$ cat src/rtl/jtpopeye_objdma.sv
// Object DMA: on an armed VB rising edge, borrows the CPU bus and streams the
// sprite table from work RAM to the object buffer as ROHVS/ROHVCK/obj_dout.
module jtpopeye_objdma #(
   parameter int          N_OBJ     = 64,
   parameter int          OBJ_BYTES = 4,
   parameter logic [12:0] BASE      = 13'h0
) (
   input  logic        clk,
   input  logic        rst_n,
   input  logic        cen,
   input  logic        VB,
   input  logic        dma_arm,
   output logic        busreq,
   input  logic        busak_n,
   output logic [12:0] ram_addr,
   input  logic [7:0]  ram_din,
   output logic        ROHVS,
   output logic        ROHVCK,
   output logic [7:0]  obj_dout,
   output logic        busy,
   output logic        dma_miss
);

   localparam int TOTAL = N_OBJ * OBJ_BYTES;
   localparam int CW    = $clog2(TOTAL) + 1;
   localparam logic [CW-1:0] LAST = CW'(TOTAL - 1);

   typedef enum logic [2:0] {IDLE, REQ, START, READ, XFER, DONE} state_t;

   state_t        st;
   logic          vb_q;
   logic          armed;
   logic [CW-1:0] cnt;
   logic          vb_rise;

   assign vb_rise = VB & ~vb_q;

   always_ff @(posedge clk or negedge rst_n) begin
      if (!rst_n) begin
         st       <= IDLE;
         vb_q     <= 1'b0;
         armed    <= 1'b0;
         cnt      <= '0;
         busreq   <= 1'b0;
         ram_addr <= BASE;
         ROHVS    <= 1'b0;
         ROHVCK   <= 1'b0;
         obj_dout <= '0;
         busy     <= 1'b0;
         dma_miss <= 1'b0;
      end else if (cen) begin
         vb_q     <= VB;
         ROHVS    <= 1'b0;
         ROHVCK   <= 1'b0;
         dma_miss <= 1'b0;
         if (dma_arm && !busy) armed <= 1'b1;
         case (st)
            IDLE: if (vb_rise && armed) begin
               st     <= REQ;
               busreq <= 1'b1;
               busy   <= 1'b1;
               armed  <= 1'b0;
            end
            // a grant in the same cycle as VB falling still wins
            REQ: if (!busak_n) begin
               st <= START;
            end else if (!VB) begin
               st       <= IDLE;
               busreq   <= 1'b0;
               busy     <= 1'b0;
               dma_miss <= 1'b1;
            end
            START: if (!busak_n) begin
               ROHVS    <= 1'b1;
               ram_addr <= BASE;
               cnt      <= '0;
               st       <= READ;
            end
            READ: if (!busak_n) st <= XFER;
            XFER: if (!busak_n) begin
               obj_dout <= ram_din;
               ROHVCK   <= 1'b1;
               cnt      <= cnt + CW'(1);
               ram_addr <= ram_addr + 13'd1;
               st       <= (cnt == LAST) ? DONE : READ;
            end
            DONE: begin
               busreq <= 1'b0;
               if (busak_n) begin
                  busy <= 1'b0;
                  st   <= IDLE;
               end
            end
            default: st <= IDLE;
         endcase
      end
   end

endmodule

$ cat config.mk
export PLATFORM = sky130hd
export DESIGN_NAME = jtpopeye_objdma
export DESIGN_NICKNAME = d
export VERILOG_FILES = /design/src/rtl/jtpopeye_objdma.sv
export SDC_FILE = /design/constraint.sdc
export NUM_CORES = 1
export LEC_CHECK = 0
export BUFFER_PORTS_ARGS = -buffer_cell sky130_fd_sc_hd__buf_2
export CORE_UTILIZATION = 40
export CTS_CLUSTER_DIAMETER = 80
export DETAILED_ROUTE_END_ITERATION = 12
export HOLD_SLACK_MARGIN = 0.05
export PLACE_DENSITY = 0.63
export SETUP_SLACK_MARGIN = 0.02
export SYNTH_ARGS = -nofsm -noshare
export SYNTH_HDL_FRONTEND = slang
export SYNTH_SLANG_ARGS = --single-unit
$ cat constraint.sdc
create_clock -name clk -period 2.9 [get_ports clk]
set_clock_uncertainty 0.2 [all_clocks]
set_input_delay 0.58 -clock clk [delete_from_list [all_inputs] [get_ports clk]]
set_output_delay 0.58 -clock clk [all_outputs]
set_load 0.01 [all_outputs]
Word-level counts from Yosys, hierarchy flattened

Cells that the tools add are included.

Register bits after elaboration: 40
Word-level logic and storage cells: 71
Input bits: 14

Equality and inequality tests: 14
Bitwise operators: 3
Reductions and logical operators: 11
Mux-type cells: 30
$add $sub $neg: 2

Operator list:

| operator              | count |
|---|---|
| $mux 13               | 2 |
| $pmux 13 s2           | 1 |
| $mux 3                | 8 |
| $mux 9                | 2 |
| $pmux 3 s6            | 1 |
| $pmux 9 s2            | 1 |
| $ne 2x2->1 const B    | 7 |
| $add 13x1->13 const B | 1 |
| $mux 1                | 13 |
| $add 9x1->9 const B   | 1 |
| $eq 9x8->1 const B    | 1 |
| $reduce_and 7->1      | 1 |
| $eq 3x2->1 const B    | 2 |
| $eq 3x3->1 const B    | 2 |
| $pmux 1 s3            | 2 |
| $reduce_and 6->1      | 1 |
| $reduce_and 5->1      | 1 |
| $reduce_and 4->1      | 1 |
| $eq 3x1->1 const B    | 1 |
| $logic_not 3->1       | 1 |
| $ne 3x3->1 const B    | 1 |
| $reduce_and 3->1      | 1 |
| $reduce_bool 3->1     | 1 |
| $logic_and 1x1->1     | 2 |
| other kinds (4)       | 5 |

Depth between registers and ports, before layout

Word-level depth: 5
Depth in mapped cells: 7
Depth with buffers taken out: 7

Worst setup path before layout

Ideal clock, no wire load.

Path type: input to register
Start point: input busak_n
End point: register ram_addr[12]
Stages: 5
Required time: 2623 ps
Slack: 853 ps
Arrival: 1769 ps
Library setup time: 77 ps
Path through: buf_2 -> and2b_1 -> nand3b_2 -> or4_1 -> a21oi_1

Word-level cells in the longest chain between the ends: 2
Elaborated cells on any way between the ends: 3

RTL lines:

| what                                | line | source |
|---|---|---|
| start, declared                     | 14   | `input logic busak_n,` |
| $ne 2x2->1 (no source line)         | n/a  |  |
| $reduce_and 4->1 (no source line) * | n/a  |  |
| end signal, assigned                | 84   | `ram_addr <= ram_addr + 13'd1;` |
| end, declared                       | 15   | `output logic [12:0] ram_addr,` |

Mark *: on every way between the ends. The rest lies on a longest branch, timed or not.
A chain may end at the register's enable or synchronous reset.

Worst setup path after layout

Start point: register st[1]
End point: register cnt[6]

Word-level cells in the longest chain between the ends: 3
Elaborated cells on any way between the ends: 7

RTL lines:

| what                                                             | line | source |
|---|---|---|
| start, declared                                                  | 30   | `state_t st;` |
| start signal, assigned                                           | 85   | `st <= (cnt == LAST) ? DONE : READ;` |
| $eq 3x2->1 or $eq 3x3->1 (tied branches)                         | 57   | `case (st)` |
| $ne 2x2->1 (no source line) or $reduce_bool 2->1 (tied branches) | n/a  |  |
| $reduce_and 4->1 (no source line)                                | n/a  |  |
| end signal, assigned                                             | 83   | `cnt <= cnt + CW'(1);` |
| end, declared                                                    | 33   | `logic [CW-1:0] cnt;` |

Parallel ways exist; a longest one is shown, timed or not.

==> results.cfg <==
[status]
status = complete, but fails checks
violations = DRC

[power]
power_w = 0.001792
p_int_w = 0.001199
p_sw_w = 0.0005923
p_seq_frac = 0.466
clock_power_share = 0.275
ir_drop_v = 0.0003745
p_leak_nw = 1.180
switching_share = 0.3306
p_comb_frac = 0.258
power.density_mw_per_mm2 = 763.3

[synth]
synth.top_cell.area_share = 0.5083
ys_top_cells_by_area = dfrtp_1 (51%), nand2_1 (9.0%), o21ai_0 (3.6%)
ys.warnings.count = 0
syn_nets = 226
async_reset_ff_frac = 1.000
yosysSeqAreaShare = 0.5083
synth-main-ff-cell = dfrtp_1
ys_seq_elements = 40
synth_top_area_cell = dfrtp_1
ys_types = 41
netlist_area_mm2 = 0.001969
syn_inst = 209
synth-edff-count = 0
syn_area_per_cell_um2 = 9.423

[global_routing]
grt_pass1_vias = 1460
gr-total-overflow = 0
grt_usage = 0.1712
grt-busiest-layer = met2
grtUsageMet2 = 0.2627
grt_max_degree = 41
grt_pass1_wl_mm = 6.872
antenna_found_initial = 0
met1_usage = 0.2401
grt_use_met3 = 0.04583

[clock_tree]
path_clk_slew_ns = 0.08
cts_tree = built
cts.sinks = 40
cts_root_buf = clkbuf_8
clk_path_buf_depth = 2
insertion_delay_ns = 0.28
holdBufCountCts = 0
htreeDepth = 2
ctsResizeCount = 0
postCtsSetupBuffers = 0
numCtsBuffers = 5

[die]
initial_core_util = 0.4170
rows = 25
io_pins = 40
die-height_um = 72.17
coreArea_mm2 = 0.004723
die_w_um = 72.17
die_area_mm2 = 0.005208

[place]
io_buffer_count = 39
gp_congestion = 0.7613
place_hpwl_mm = 2.900

[flow_run]
cap_violations = 0

[sta]
setup_violations = 0
tightestPinTransition_ns = 0.8841
max_freq_ghz = 0.4697
slew_headroom = 0.4106
timing.final.crit_period_ns = 2.129
hold_violations = 0
fin_crit_sh = 0.7342
setup_tns_ns = 0
slew_viol_final = 0
rsz0062_at_grt = false

[detailed_routing]
detail_route.wl_per_cell_um = 13.29
drt_iter0_markers = 110
ant_nets = 0
vias = 1628
post-route-drc-count = 2
vias_per_cell = 5.152
drt-pass1-iter-count = 9
wirelength_mm = 4.199

[setup_path]
max_stage_delay_ns = 0.65
critPathSlowestCell = or4b_4
critPathArrivalTime_ns = 2.11
worstPathCellList = or4b_4 -> nor2_4 -> nand4_1 -> mux2i_1
cp-end-kind = flip-flop
path_max_fanout = 17
worstSetupPathType = flip-flop to flip-flop
worstPathRequired_ns = 2.88
critPathLaunchType = flip-flop

[cells_and_area]
seq_area_mm2 = 0.001001
drive_above_1_share = 0.2249
multiInputGateArea_um2 = 899.6
area_growth_pct = 19.19
final_util = 0.4970
diodes = 0
nNetsFinal = 265
nFillCells = 461

[min_path]
min_path_type = input pin to async pin
synthesized netlist by cell type, drive strengths merged (3+ instances only):
| library cell | instances |
|---|---|
| and3 | 6 |
| a31oi | 4 |
| o31ai | 4 |
| nor2b | 4 |
| nand3b | 3 |
| ha | 3 |
| o21ai | 18 |
| nand3 | 13 |
| a22o | 3 |
| a21oi | 4 |
| nand2 | 47 |
| nand4 | 3 |
| mux2i | 6 |
| inv | 9 |
| nor2 | 6 |
| clkbuf | 6 |
| nor3 | 6 |
| o211ai | 3 |
| dfrtp | 40 |
final cells by class:
cell class	instances	share of cell area
sequential	40	0.4264
multi-input combinational	152	0.3833
timing repair buffer	40	0.08635
clock buffer	7	0.04104
tap	67	0.03571
inverter	9	0.01439
clock inverter	1	0.01279
cells by family (layout without fill, tap and decap cells):
family / Yosys count / in the layout / synth area share
AO/OA/AOI/OAI: 41 / 41 / 0.1277
buffers and inverters: 17 / 57 / 0.03494
AND/OR/NAND/NOR: 99 / 99 / 0.2649
adder cells (fa/ha/maj): 3 / 3 / 0.01906
XOR/XNOR: 2 / 2 / 0.008896
flip-flops: 40 / 40 / 0.5083
multiplexers: 7 / 7 / 0.03621
stage by stage:
step | instances | worst slack, ns | hold WS [ns] | area, µm²
2_1_floorplan | 209 | 0.8533 | 0.08441 | 1969
3_3_place_gp | 308 | 0.5878 | 0.2580 | 2221
3_5_place_dp | 308 | 0.5727 | 0.2632 | 2221
4_1_cts | 316 | 0.7381 | 0.2402 | 2347
5_1_grt | 316 | 0.6218 | 0.2703 | 2347
6_report | 316 | 0.7709 | 0.2070 | 2347
layout by cell type, fill, tap and decap left out, types with 3 or more instances in the layout:
master    synthesis  routed
nand3_1          12      12
o31ai_1           4       4
buf_2             1      39
o21ai_0          14      14
and3_1            6       6
a22o_1            3       3
o21ai_1           4       4
a21oi_1           4       4
clkbuf_8          0       7
nor2b_1           4       4
o211ai_1          3       3
nor3_1            5       5
nand4_1           3       3
ha_1              3       3
nand2_1          47      47
a31oi_1           4       4
mux2i_1           6       6
inv_1             9       9
dfrtp_1          40      40
nor2_1            5       5
per-layer routing:
metal  vias to the layer above  routed length [µm]
met5                         -                   0
met4                         0                  15
met3                         2                 150
met2                        28                1948
met1                       784                2084
li1                        814                   -
worst paths after layout:
check	slack (ns)	to	cells after the start	start
worst max-delay path	0.77	cnt[6]	4	st[1]
worst min-delay path	0.21	ram_addr[11]	1	rst_n
worst max register to register	0.77	cnt[6]	4	st[1]
worst min register to register	0.28	obj_dout[6]	2	obj_dout[6]
max in group asynchronous	1.73	ROHVCK	1	rst_n
min in group clk	0.28	obj_dout[2]	3	ram_din[2]
power groups by stage:
stage | combinational, W | clock, W | sequential (W)
6_report | 0.000463 | 0.000493 | 0.000836
5_1_grt | 0.000520 | 0.000533 | 0.000858
4_1_cts | 0.000472 | 0.000510 | 0.000835
3_5_place_dp | 0.000474 | 0 | 0.000844
3_3_place_gp | 0.000463 | 0 | 0.000841
2_1_floorplan | 0.000299 | 0 | 0.000834
state kept, by name, indices dropped and copies added (netlist names):
signal and cells:
dma_miss 1, st 3, cnt 9, ROHVS 1, busy 1, ROHVCK 1
busreq 1, obj_dout 8, ram_addr 13, vb_q 1, armed 1
critical path, delay by kind of cell (launching register included):
family | cells | cell delay [ns]
DFF | 1 | 0.55
muxes | 1 | 0.13
and+or+nand+nor | 3 | 1.14
(Power assumes the default switching activity.)
